$ cat src/rtl/obi2axi_pkg.sv
// Shared types and AXI encodings for the OBI-to-AXI bridge.
// Holds the bridge FSM state enum and the fixed AXI field values it drives.
package obi2axi_pkg;

  typedef enum logic [2:0] {
    IDLE   = 3'd0,
    WR_REQ = 3'd1,
    WR_RSP = 3'd2,
    RD_REQ = 3'd3,
    RD_RSP = 3'd4
  } state_e;

  localparam logic [1:0] AXI_BURST_INCR  = 2'b01;
  localparam logic [2:0] AXI_SIZE_4B     = 3'b010;
  localparam logic [1:0] AXI_RESP_OKAY   = 2'b00;
  localparam logic [1:0] AXI_RESP_EXOKAY = 2'b01;
  localparam logic [1:0] AXI_RESP_SLVERR = 2'b10;
  localparam logic [1:0] AXI_RESP_DECERR = 2'b11;

endpackage

$ cat src/rtl/obi2axi_if.sv
// AXI4 bus between the bridge (Master) and the AXI memory (Slave).
// All five channels; user fields carried but not interpreted.
interface AXI_BUS #(
  parameter int unsigned AXI_ADDR_WIDTH = 32,
  parameter int unsigned AXI_DATA_WIDTH = 32,
  parameter int unsigned AXI_ID_WIDTH   = 16,
  parameter int unsigned AXI_USER_WIDTH = 10
);
  logic [AXI_ID_WIDTH-1:0]     aw_id;
  logic [AXI_ADDR_WIDTH-1:0]   aw_addr;
  logic [7:0]                  aw_len;
  logic [2:0]                  aw_size;
  logic [1:0]                  aw_burst;
  logic                        aw_lock;
  logic [3:0]                  aw_cache;
  logic [2:0]                  aw_prot;
  logic [3:0]                  aw_qos;
  logic [3:0]                  aw_region;
  logic [AXI_USER_WIDTH-1:0]   aw_user;
  logic                        aw_valid;
  logic                        aw_ready;

  logic [AXI_DATA_WIDTH-1:0]   w_data;
  logic [AXI_DATA_WIDTH/8-1:0] w_strb;
  logic                        w_last;
  logic [AXI_USER_WIDTH-1:0]   w_user;
  logic                        w_valid;
  logic                        w_ready;

  logic [AXI_ID_WIDTH-1:0]     b_id;
  logic [1:0]                  b_resp;
  logic [AXI_USER_WIDTH-1:0]   b_user;
  logic                        b_valid;
  logic                        b_ready;

  logic [AXI_ID_WIDTH-1:0]     ar_id;
  logic [AXI_ADDR_WIDTH-1:0]   ar_addr;
  logic [7:0]                  ar_len;
  logic [2:0]                  ar_size;
  logic [1:0]                  ar_burst;
  logic                        ar_lock;
  logic [3:0]                  ar_cache;
  logic [2:0]                  ar_prot;
  logic [3:0]                  ar_qos;
  logic [3:0]                  ar_region;
  logic [AXI_USER_WIDTH-1:0]   ar_user;
  logic                        ar_valid;
  logic                        ar_ready;

  logic [AXI_ID_WIDTH-1:0]     r_id;
  logic [AXI_DATA_WIDTH-1:0]   r_data;
  logic [1:0]                  r_resp;
  logic                        r_last;
  logic [AXI_USER_WIDTH-1:0]   r_user;
  logic                        r_valid;
  logic                        r_ready;

  modport Master (
    output aw_id, aw_addr, aw_len, aw_size, aw_burst, aw_lock, aw_cache, aw_prot,
           aw_qos, aw_region, aw_user, aw_valid,
    input  aw_ready,
    output w_data, w_strb, w_last, w_user, w_valid,
    input  w_ready,
    input  b_id, b_resp, b_user, b_valid,
    output b_ready,
    output ar_id, ar_addr, ar_len, ar_size, ar_burst, ar_lock, ar_cache, ar_prot,
           ar_qos, ar_region, ar_user, ar_valid,
    input  ar_ready,
    input  r_id, r_data, r_resp, r_last, r_user, r_valid,
    output r_ready
  );

  modport Slave (
    input  aw_id, aw_addr, aw_len, aw_size, aw_burst, aw_lock, aw_cache, aw_prot,
           aw_qos, aw_region, aw_user, aw_valid,
    output aw_ready,
    input  w_data, w_strb, w_last, w_user, w_valid,
    output w_ready,
    output b_id, b_resp, b_user, b_valid,
    input  b_ready,
    input  ar_id, ar_addr, ar_len, ar_size, ar_burst, ar_lock, ar_cache, ar_prot,
           ar_qos, ar_region, ar_user, ar_valid,
    output ar_ready,
    output r_id, r_data, r_resp, r_last, r_user, r_valid,
    input  r_ready
  );

endinterface

$ cat src/rtl/obi2axi_bridge.sv
// OBI to single-beat AXI4 bridge, one outstanding transaction; OBI2AXI_ERR_EN maps resp[1] onto err_o.
// Latency: gnt same cycle as req in IDLE, AXI request next cycle, rvalid_o one cycle after b/r handshake.
// Backpressure: gnt_o held low while a transaction is in flight; AXI valids hold payload until ready.
module obi2axi_bridge
  import obi2axi_pkg::*;
#(
  parameter int unsigned AXI_ADDR_WIDTH = 32,
  parameter int unsigned AXI_DATA_WIDTH = 32,
  parameter int unsigned AXI_ID_WIDTH   = 16,
  parameter int unsigned AXI_USER_WIDTH = 10,
  parameter int unsigned AXI_ID         = 0
) (
  input  logic                        clk_i,
  input  logic                        rst_i,
  input  logic                        req_i,
  output logic                        gnt_o,
  input  logic [AXI_ADDR_WIDTH-1:0]   addr_i,
  input  logic                        we_i,
  input  logic [AXI_DATA_WIDTH/8-1:0] be_i,
  input  logic [AXI_DATA_WIDTH-1:0]   wdata_i,
  output logic                        rvalid_o,
  output logic [AXI_DATA_WIDTH-1:0]   rdata_o,
  output logic                        err_o,
  AXI_BUS.Master                      axi_mst
);

  state_e                      state_q, state_d;
  logic [AXI_ADDR_WIDTH-1:0]   addr_q;
  logic [AXI_DATA_WIDTH/8-1:0] be_q;
  logic [AXI_DATA_WIDTH-1:0]   wdata_q;
  logic [AXI_DATA_WIDTH-1:0]   rdata_q;
  logic                        aw_done_q, aw_done_d;
  logic                        w_done_q, w_done_d;
  logic                        rvalid_q;
  logic                        capture, rsp_fire, rd_fire, rsp_err;
  logic                        aw_valid, w_valid, ar_valid, b_ready, r_ready;
  logic                        unused_in;

  always_comb begin
    state_d   = state_q;
    gnt_o     = 1'b0;
    capture   = 1'b0;
    rsp_fire  = 1'b0;
    rd_fire   = 1'b0;
    rsp_err   = 1'b0;
    aw_valid  = 1'b0;
    w_valid   = 1'b0;
    ar_valid  = 1'b0;
    b_ready   = 1'b0;
    r_ready   = 1'b0;
    aw_done_d = aw_done_q;
    w_done_d  = w_done_q;
    case (state_q)
      IDLE: begin
        gnt_o = req_i;
        if (req_i) begin
          capture   = 1'b1;
          aw_done_d = 1'b0;
          w_done_d  = 1'b0;
          state_d   = we_i ? WR_REQ : RD_REQ;
        end
      end
      WR_REQ: begin
        // AW and W complete independently; each valid drops after its own handshake
        aw_valid = !aw_done_q;
        w_valid  = !w_done_q;
        if (aw_valid && axi_mst.aw_ready) aw_done_d = 1'b1;
        if (w_valid && axi_mst.w_ready)   w_done_d  = 1'b1;
        if (aw_done_d && w_done_d)        state_d   = WR_RSP;
      end
      WR_RSP: begin
        b_ready = 1'b1;
        if (axi_mst.b_valid) begin
          rsp_fire = 1'b1;
          rsp_err  = axi_mst.b_resp[1];
          state_d  = IDLE;
        end
      end
      RD_REQ: begin
        ar_valid = 1'b1;
        if (axi_mst.ar_ready) state_d = RD_RSP;
      end
      RD_RSP: begin
        r_ready = 1'b1;
        if (axi_mst.r_valid && axi_mst.r_last) begin
          rsp_fire = 1'b1;
          rd_fire  = 1'b1;
          rsp_err  = axi_mst.r_resp[1];
          state_d  = IDLE;
        end
      end
      default: state_d = IDLE;
    endcase
  end

  always_ff @(posedge clk_i) begin
    if (rst_i) begin
      state_q   <= IDLE;
      aw_done_q <= 1'b0;
      w_done_q  <= 1'b0;
      rvalid_q  <= 1'b0;
      rdata_q   <= '0;
      addr_q    <= '0;
      be_q      <= '0;
      wdata_q   <= '0;
    end else begin
      state_q   <= state_d;
      aw_done_q <= aw_done_d;
      w_done_q  <= w_done_d;
      rvalid_q  <= rsp_fire;
      if (capture) begin
        addr_q  <= {addr_i[AXI_ADDR_WIDTH-1:2], 2'b00};
        be_q    <= be_i;
        wdata_q <= wdata_i;
      end
      if (rd_fire) rdata_q <= axi_mst.r_data;
    end
  end

`ifdef OBI2AXI_ERR_EN
  logic err_q;
  always_ff @(posedge clk_i) begin
    if (rst_i) err_q <= 1'b0;
    else       err_q <= rsp_fire && rsp_err;
  end
  assign err_o = err_q;
`else
  logic unused_err;
  assign unused_err = rsp_err;
  assign err_o      = 1'b0;
`endif

  assign rvalid_o = rvalid_q;
  assign rdata_o  = rdata_q;

  assign axi_mst.aw_id     = AXI_ID_WIDTH'(AXI_ID);
  assign axi_mst.aw_addr   = addr_q;
  assign axi_mst.aw_len    = 8'd0;
  assign axi_mst.aw_size   = AXI_SIZE_4B;
  assign axi_mst.aw_burst  = AXI_BURST_INCR;
  assign axi_mst.aw_lock   = 1'b0;
  assign axi_mst.aw_cache  = 4'b0000;
  assign axi_mst.aw_prot   = 3'b000;
  assign axi_mst.aw_qos    = 4'd0;
  assign axi_mst.aw_region = 4'd0;
  assign axi_mst.aw_user   = '0;
  assign axi_mst.aw_valid  = aw_valid;

  assign axi_mst.w_data    = wdata_q;
  assign axi_mst.w_strb    = be_q;
  assign axi_mst.w_last    = 1'b1;
  assign axi_mst.w_user    = '0;
  assign axi_mst.w_valid   = w_valid;

  assign axi_mst.b_ready   = b_ready;

  assign axi_mst.ar_id     = AXI_ID_WIDTH'(AXI_ID);
  assign axi_mst.ar_addr   = addr_q;
  assign axi_mst.ar_len    = 8'd0;
  assign axi_mst.ar_size   = AXI_SIZE_4B;
  assign axi_mst.ar_burst  = AXI_BURST_INCR;
  assign axi_mst.ar_lock   = 1'b0;
  assign axi_mst.ar_cache  = 4'b0000;
  assign axi_mst.ar_prot   = 3'b000;
  assign axi_mst.ar_qos    = 4'd0;
  assign axi_mst.ar_region = 4'd0;
  assign axi_mst.ar_user   = '0;
  assign axi_mst.ar_valid  = ar_valid;

  assign axi_mst.r_ready   = r_ready;

  // IDs and user echoes are irrelevant with a single outstanding transaction
  assign unused_in = ^{addr_i[1:0], axi_mst.b_id, axi_mst.r_id, axi_mst.b_user,
                       axi_mst.r_user, axi_mst.b_resp[0], axi_mst.r_resp[0]};

endmodule

$ cat src/flat_wrapper.sv
// flat-port wrapper written by rule: the top's interface ports become plain ports
module obi2axi_bridge_flat import obi2axi_pkg::*;
#(
  parameter int unsigned AXI_ADDR_WIDTH = 32,
  parameter int unsigned AXI_DATA_WIDTH = 32,
  parameter int unsigned AXI_ID_WIDTH   = 16,
  parameter int unsigned AXI_USER_WIDTH = 10,
  parameter int unsigned AXI_ID         = 0
)
  (clk_i, rst_i, req_i, gnt_o, addr_i, we_i, be_i, wdata_i, rvalid_o, rdata_o, err_o, axi_mst_aw_id, axi_mst_aw_addr, axi_mst_aw_len, axi_mst_aw_size, axi_mst_aw_burst, axi_mst_aw_lock, axi_mst_aw_cache, axi_mst_aw_prot, axi_mst_aw_qos, axi_mst_aw_region, axi_mst_aw_user, axi_mst_aw_valid, axi_mst_aw_ready, axi_mst_w_data, axi_mst_w_strb, axi_mst_w_last, axi_mst_w_user, axi_mst_w_valid, axi_mst_w_ready, axi_mst_b_id, axi_mst_b_resp, axi_mst_b_user, axi_mst_b_valid, axi_mst_b_ready, axi_mst_ar_id, axi_mst_ar_addr, axi_mst_ar_len, axi_mst_ar_size, axi_mst_ar_burst, axi_mst_ar_lock, axi_mst_ar_cache, axi_mst_ar_prot, axi_mst_ar_qos, axi_mst_ar_region, axi_mst_ar_user, axi_mst_ar_valid, axi_mst_ar_ready, axi_mst_r_id, axi_mst_r_data, axi_mst_r_resp, axi_mst_r_last, axi_mst_r_user, axi_mst_r_valid, axi_mst_r_ready);
  AXI_BUS #(.AXI_ADDR_WIDTH(AXI_ADDR_WIDTH), .AXI_DATA_WIDTH(AXI_DATA_WIDTH), .AXI_ID_WIDTH(AXI_ID_WIDTH), .AXI_USER_WIDTH(AXI_USER_WIDTH)) axi_mst_i ();
  input  logic clk_i;
  input  logic rst_i;
  input  logic req_i;
  output logic gnt_o;
  input  logic [AXI_ADDR_WIDTH-1:0] addr_i;
  input  logic we_i;
  input  logic [AXI_DATA_WIDTH/8-1:0] be_i;
  input  logic [AXI_DATA_WIDTH-1:0] wdata_i;
  output logic rvalid_o;
  output logic [AXI_DATA_WIDTH-1:0] rdata_o;
  output logic err_o;
  output wire logic [$bits(axi_mst_i.aw_id)-1:0] axi_mst_aw_id;
  output wire logic [$bits(axi_mst_i.aw_addr)-1:0] axi_mst_aw_addr;
  output wire logic [$bits(axi_mst_i.aw_len)-1:0] axi_mst_aw_len;
  output wire logic [$bits(axi_mst_i.aw_size)-1:0] axi_mst_aw_size;
  output wire logic [$bits(axi_mst_i.aw_burst)-1:0] axi_mst_aw_burst;
  output wire logic [$bits(axi_mst_i.aw_lock)-1:0] axi_mst_aw_lock;
  output wire logic [$bits(axi_mst_i.aw_cache)-1:0] axi_mst_aw_cache;
  output wire logic [$bits(axi_mst_i.aw_prot)-1:0] axi_mst_aw_prot;
  output wire logic [$bits(axi_mst_i.aw_qos)-1:0] axi_mst_aw_qos;
  output wire logic [$bits(axi_mst_i.aw_region)-1:0] axi_mst_aw_region;
  output wire logic [$bits(axi_mst_i.aw_user)-1:0] axi_mst_aw_user;
  output wire logic [$bits(axi_mst_i.aw_valid)-1:0] axi_mst_aw_valid;
  input wire logic [$bits(axi_mst_i.aw_ready)-1:0] axi_mst_aw_ready;
  output wire logic [$bits(axi_mst_i.w_data)-1:0] axi_mst_w_data;
  output wire logic [$bits(axi_mst_i.w_strb)-1:0] axi_mst_w_strb;
  output wire logic [$bits(axi_mst_i.w_last)-1:0] axi_mst_w_last;
  output wire logic [$bits(axi_mst_i.w_user)-1:0] axi_mst_w_user;
  output wire logic [$bits(axi_mst_i.w_valid)-1:0] axi_mst_w_valid;
  input wire logic [$bits(axi_mst_i.w_ready)-1:0] axi_mst_w_ready;
  input wire logic [$bits(axi_mst_i.b_id)-1:0] axi_mst_b_id;
  input wire logic [$bits(axi_mst_i.b_resp)-1:0] axi_mst_b_resp;
  input wire logic [$bits(axi_mst_i.b_user)-1:0] axi_mst_b_user;
  input wire logic [$bits(axi_mst_i.b_valid)-1:0] axi_mst_b_valid;
  output wire logic [$bits(axi_mst_i.b_ready)-1:0] axi_mst_b_ready;
  output wire logic [$bits(axi_mst_i.ar_id)-1:0] axi_mst_ar_id;
  output wire logic [$bits(axi_mst_i.ar_addr)-1:0] axi_mst_ar_addr;
  output wire logic [$bits(axi_mst_i.ar_len)-1:0] axi_mst_ar_len;
  output wire logic [$bits(axi_mst_i.ar_size)-1:0] axi_mst_ar_size;
  output wire logic [$bits(axi_mst_i.ar_burst)-1:0] axi_mst_ar_burst;
  output wire logic [$bits(axi_mst_i.ar_lock)-1:0] axi_mst_ar_lock;
  output wire logic [$bits(axi_mst_i.ar_cache)-1:0] axi_mst_ar_cache;
  output wire logic [$bits(axi_mst_i.ar_prot)-1:0] axi_mst_ar_prot;
  output wire logic [$bits(axi_mst_i.ar_qos)-1:0] axi_mst_ar_qos;
  output wire logic [$bits(axi_mst_i.ar_region)-1:0] axi_mst_ar_region;
  output wire logic [$bits(axi_mst_i.ar_user)-1:0] axi_mst_ar_user;
  output wire logic [$bits(axi_mst_i.ar_valid)-1:0] axi_mst_ar_valid;
  input wire logic [$bits(axi_mst_i.ar_ready)-1:0] axi_mst_ar_ready;
  input wire logic [$bits(axi_mst_i.r_id)-1:0] axi_mst_r_id;
  input wire logic [$bits(axi_mst_i.r_data)-1:0] axi_mst_r_data;
  input wire logic [$bits(axi_mst_i.r_resp)-1:0] axi_mst_r_resp;
  input wire logic [$bits(axi_mst_i.r_last)-1:0] axi_mst_r_last;
  input wire logic [$bits(axi_mst_i.r_user)-1:0] axi_mst_r_user;
  input wire logic [$bits(axi_mst_i.r_valid)-1:0] axi_mst_r_valid;
  output wire logic [$bits(axi_mst_i.r_ready)-1:0] axi_mst_r_ready;
  assign axi_mst_aw_id = axi_mst_i.aw_id;
  assign axi_mst_aw_addr = axi_mst_i.aw_addr;
  assign axi_mst_aw_len = axi_mst_i.aw_len;
  assign axi_mst_aw_size = axi_mst_i.aw_size;
  assign axi_mst_aw_burst = axi_mst_i.aw_burst;
  assign axi_mst_aw_lock = axi_mst_i.aw_lock;
  assign axi_mst_aw_cache = axi_mst_i.aw_cache;
  assign axi_mst_aw_prot = axi_mst_i.aw_prot;
  assign axi_mst_aw_qos = axi_mst_i.aw_qos;
  assign axi_mst_aw_region = axi_mst_i.aw_region;
  assign axi_mst_aw_user = axi_mst_i.aw_user;
  assign axi_mst_aw_valid = axi_mst_i.aw_valid;
  assign axi_mst_i.aw_ready = axi_mst_aw_ready;
  assign axi_mst_w_data = axi_mst_i.w_data;
  assign axi_mst_w_strb = axi_mst_i.w_strb;
  assign axi_mst_w_last = axi_mst_i.w_last;
  assign axi_mst_w_user = axi_mst_i.w_user;
  assign axi_mst_w_valid = axi_mst_i.w_valid;
  assign axi_mst_i.w_ready = axi_mst_w_ready;
  assign axi_mst_i.b_id = axi_mst_b_id;
  assign axi_mst_i.b_resp = axi_mst_b_resp;
  assign axi_mst_i.b_user = axi_mst_b_user;
  assign axi_mst_i.b_valid = axi_mst_b_valid;
  assign axi_mst_b_ready = axi_mst_i.b_ready;
  assign axi_mst_ar_id = axi_mst_i.ar_id;
  assign axi_mst_ar_addr = axi_mst_i.ar_addr;
  assign axi_mst_ar_len = axi_mst_i.ar_len;
  assign axi_mst_ar_size = axi_mst_i.ar_size;
  assign axi_mst_ar_burst = axi_mst_i.ar_burst;
  assign axi_mst_ar_lock = axi_mst_i.ar_lock;
  assign axi_mst_ar_cache = axi_mst_i.ar_cache;
  assign axi_mst_ar_prot = axi_mst_i.ar_prot;
  assign axi_mst_ar_qos = axi_mst_i.ar_qos;
  assign axi_mst_ar_region = axi_mst_i.ar_region;
  assign axi_mst_ar_user = axi_mst_i.ar_user;
  assign axi_mst_ar_valid = axi_mst_i.ar_valid;
  assign axi_mst_i.ar_ready = axi_mst_ar_ready;
  assign axi_mst_i.r_id = axi_mst_r_id;
  assign axi_mst_i.r_data = axi_mst_r_data;
  assign axi_mst_i.r_resp = axi_mst_r_resp;
  assign axi_mst_i.r_last = axi_mst_r_last;
  assign axi_mst_i.r_user = axi_mst_r_user;
  assign axi_mst_i.r_valid = axi_mst_r_valid;
  assign axi_mst_r_ready = axi_mst_i.r_ready;
  obi2axi_bridge #(.AXI_ADDR_WIDTH(AXI_ADDR_WIDTH), .AXI_DATA_WIDTH(AXI_DATA_WIDTH), .AXI_ID_WIDTH(AXI_ID_WIDTH), .AXI_USER_WIDTH(AXI_USER_WIDTH), .AXI_ID(AXI_ID)) u_core (.clk_i(clk_i), .rst_i(rst_i), .req_i(req_i), .gnt_o(gnt_o), .addr_i(addr_i), .we_i(we_i), .be_i(be_i), .wdata_i(wdata_i), .rvalid_o(rvalid_o), .rdata_o(rdata_o), .err_o(err_o), .axi_mst(axi_mst_i));
endmodule
$ cat config.mk
export PLATFORM = sky130hd
export DESIGN_NAME = obi2axi_bridge_flat
export DESIGN_NICKNAME = d
export VERILOG_FILES = /design/src/rtl/obi2axi_pkg.sv /design/src/rtl/obi2axi_if.sv /design/src/rtl/obi2axi_bridge.sv /design/src/flat_wrapper.sv
export SDC_FILE = /design/constraint.sdc
export NUM_CORES = 1
export LEC_CHECK = 0
export BUFFER_PORTS_ARGS = -buffer_cell sky130_fd_sc_hd__clkbuf_2
export CORE_AREA = 2 2 165 167
export DETAILED_ROUTE_END_ITERATION = 16
export DIE_AREA = 0 0 167 169
export GPL_TIMING_DRIVEN = 0
export SYNTH_ARGS = -nofsm -noshare
export SYNTH_HDL_FRONTEND = slang
export SYNTH_SLANG_ARGS = --single-unit
$ cat constraint.sdc
create_clock -name clk_i -period 2.1 [get_ports clk_i]
set_input_delay 0.21 -clock clk_i [delete_from_list [all_inputs] [get_ports clk_i]]
set_output_delay 0.21 -clock clk_i [all_outputs]
set_load 0.005 [all_outputs]
==> qor.txt <==
Tot GR Track Use -> 10.79%
Synth-to-Final Area Change -> 48.22%
Pwr Density -> 684.6 mW/mm2
TritonCTS Buffers -> 9
final wirelength -> 16300 um
CTS tree -> yes
clock skew -> 0.009392 ns
Avg Vias per Cell -> 3.618
Slew HR -> 50.74%
1st-pass router iterations -> 6
Clock transition at path regs -> 0.08 ns
Clock Tree Buf Depth -> 2
Synth top area share -> 41.77%
CP endpoint kind -> output pin
Initial Util -> 18.81%
RSZ-0062 raised after global routing -> false
final worst slack -> 0.1289 ns
HP Class -> input pin to flip-flop
Buffers on Ports -> 241
Die Y -> 169 um
Placement Setup Slack -> 0.02632 ns
required time of the worst setup path -> 1.89 ns
Mean Syn Cell Area -> 7.912 um2
ANT cells -> 0
Yosys cell types -> 31
combinational family with the most area after synthesis -> buffers and inverters
final-stage net count -> 1170
crit path launch type -> flip-flop
FF-to-FF Start -> u_core.state_q[0]
CP Max Fanout -> 13
CTS Sinks -> 104
Max Transition Viols Final -> 0
crit-path max cell delay -> 0.53 ns
HP Start -> addr_i[28]
pin count of the biggest net entering global routing -> 20
CTS hold repair buffers -> 0
Post-DRT Antenna Nets -> 0
Slew @ Worst Pin -> 0.7390 ns
cell taking the most area after synthesis -> dfxtp_1
Final Instance Area -> 0.007388 mm2
Routed WL per cell -> 12.07 um
Fin. Hold Viols -> 0
maximum vdd drop -> 278.6 uV
placed cell area -> 0.007083 mm2
total gr overflow -> 0
vias -> 4884
post-detail-place hpwl -> 13000 um
Core Area -> 0.02650 mm2
Final period util -> 93.86%
Max Cap Viol -> 0
Cells after Synth -> 630
H-tree Lvls -> 3
initial antenna violation count -> 0
post-synthesis xor/xnor area fraction -> 0%
Synth Warn # -> 0
leakage -> 0.003776 uW
ranking of synthesized cells by area -> dfxtp_1 42%, buf_4 23%, nand2_1 10%, a21oi_1 9.8%, nand3_1 3.2%
vias in the first global route -> 4424
status -> completed
simple-gate area share of the yosys netlist -> 15.26%
fin crit period -> 1.971 ns
routability cong. -> 0.7505
power after layout -> 5058 uW
Final Util -> 27.88%
Arrival @ worst endpoint -> 1.76 ns
I/O Pins -> 427
share of layout cells above drive strength 1 -> 42.52%
Setup CP Type -> flip-flop to output pin
Horiz. Die Dim -> 167 um
root buffer cell -> clkbuf_16
critical path, cell by cell -> clkbuf_4 > or4b_4 > buf_8 > clkinv_4 > clkbuf_2
synthesized cell area -> 0.004985 mm2
setup TNS -> 0 ns
final setup fails -> 0
Post-route DRC -> 0
post-synthesis sequential area ratio -> 41.77%
Synth Area in Adders -> 0%
#FFs+latches synth -> 104
first-pass GRT wire length -> 23800 um
die area -> 0.02822 mm2
clock latency on the worst-skew pair -> 0.36 ns
Crit-path slowest cell -> or4b_4
Fillers -> 2885
Critical Path Start -> u_core.state_q[0]
complex-gate fraction of the synthesized area -> 14.51%
f_max -> 507.3 MHz
post-synthesis mux area share -> 0.2008%
Cell Rows -> 60
initial drt markers -> 165
## Yosys cell counts (all sizes together)
cell type  instances
buf              170
nand2            134
dfxtp            104
a21oi             98
nand3             32
o21ai             32
clkbuf            29
nor2               6
a22oi              4
nor3b              3
clkinv             2
conb               2
a2111o             1
a2111oi            1
a31oi              1
a32o               1
and2               1
and3b              1
inv                1
mux2i              1
nand2b             1
nor2b              1
o22ai              1
or3                1
or3b               1
or4b               1
## per-stage QoR
step	hold WS, ns	cells
after detailed placement	0.4396	1336
final	0.06476	1350
after global routing	0.04972	1350
after floorplan	0.3460	754
after CTS	0.04674	1351
after global placement	0.4347	1336
## placed cells by master, fill, tap and decap left out, drive strengths merged
master	count
nand2	134
buf	168
inv	4
o21ai	32
a2111o	1
and3b	1
or3	1
a2111oi	1
clkbuf	279
nand3	32
o22ai	1
clkinvlp	3
nand2b	1
a31oi	1
or3b	1
nor2b	1
a32o	1
nor2	6
a22oi	4
mux2i	1
nor3b	3
a21oi	98
and2	1
conb	126
clkinv	3
dfxtp	104
or4b	1
## timing repair
item | 4_1_cts | 5_1_grt
gates resized for setup | 8 | 3
endpoints found under the setup margin | 2 | 2
setup buffers | 0 | 0
## registers in the layout, indices dropped and copies added, names as in the netlist
name                    flops
u_core.rvalid_o             1
u_core.state_q              3
u_core.axi_mst.ar_addr     30
u_core.aw_done_q            1
u_core.rdata_o             32
u_core.axi_mst.w_data      32
u_core.axi_mst.w_strb       4
u_core.w_done_q             1
## worst max-delay path: cells and delay by family (launching register included)
family / cells / cell delay (ns)
buffers and inverters: 4 / 0.56
flip-flops: 1 / 0.31
AND/OR/NAND/NOR: 1 / 0.53
## logic make-up after synthesis
family / count (synthesis)
buffers and inverters: 202
and+or+nand+nor: 182
AOI/OAI and AO/OA: 139
DFF: 104
other: 2
muxes: 1
## area by class of cell
type	count	area, um2	share of cell area, %
clock inverters	7	65.06	0.8806
multi-input cells	448	1971	26.67
inverters	3	21.27	0.2879
flip-flops and latches	104	2082	28.18
clock buffers	9	225.2	3.048
plain buffers	197	1391	18.83
well taps	341	426.7	5.775
repair buffers	241	1206	16.33
## metal layers
layer  track usage, %  share of wire, %  vias to the layer above
li1                 -                 -                     2524
met1            11.98                40                     2096
met2            19.74                50                      247
met3            3.694               9.2                       17
met4            2.661               1.3                        0
met5                0                 0                        -
## power breakdown
group	total, uW	internal [uW]	leakage, uW	switching, uW
Sequential	2200	2110	0.000848	88.3
Clock	1690	834	0.000134	855
Combinational	1170	579	0.00279	594
Total	5060	3520	0.00378	1540
## worst paths after layout
path | end | slack (ns) | depth (start not counted)
setup reg to reg | u_core.axi_mst.ar_addr[18] | 0.18 | 8
hold / removal | u_core.axi_mst.ar_addr[28] | 0.06 | 3
hold reg to reg | u_core.axi_mst.w_data[14] | 0.46 | 2
setup / recovery | gnt_o | 0.13 | 5
(Power assumes the default switching activity.)
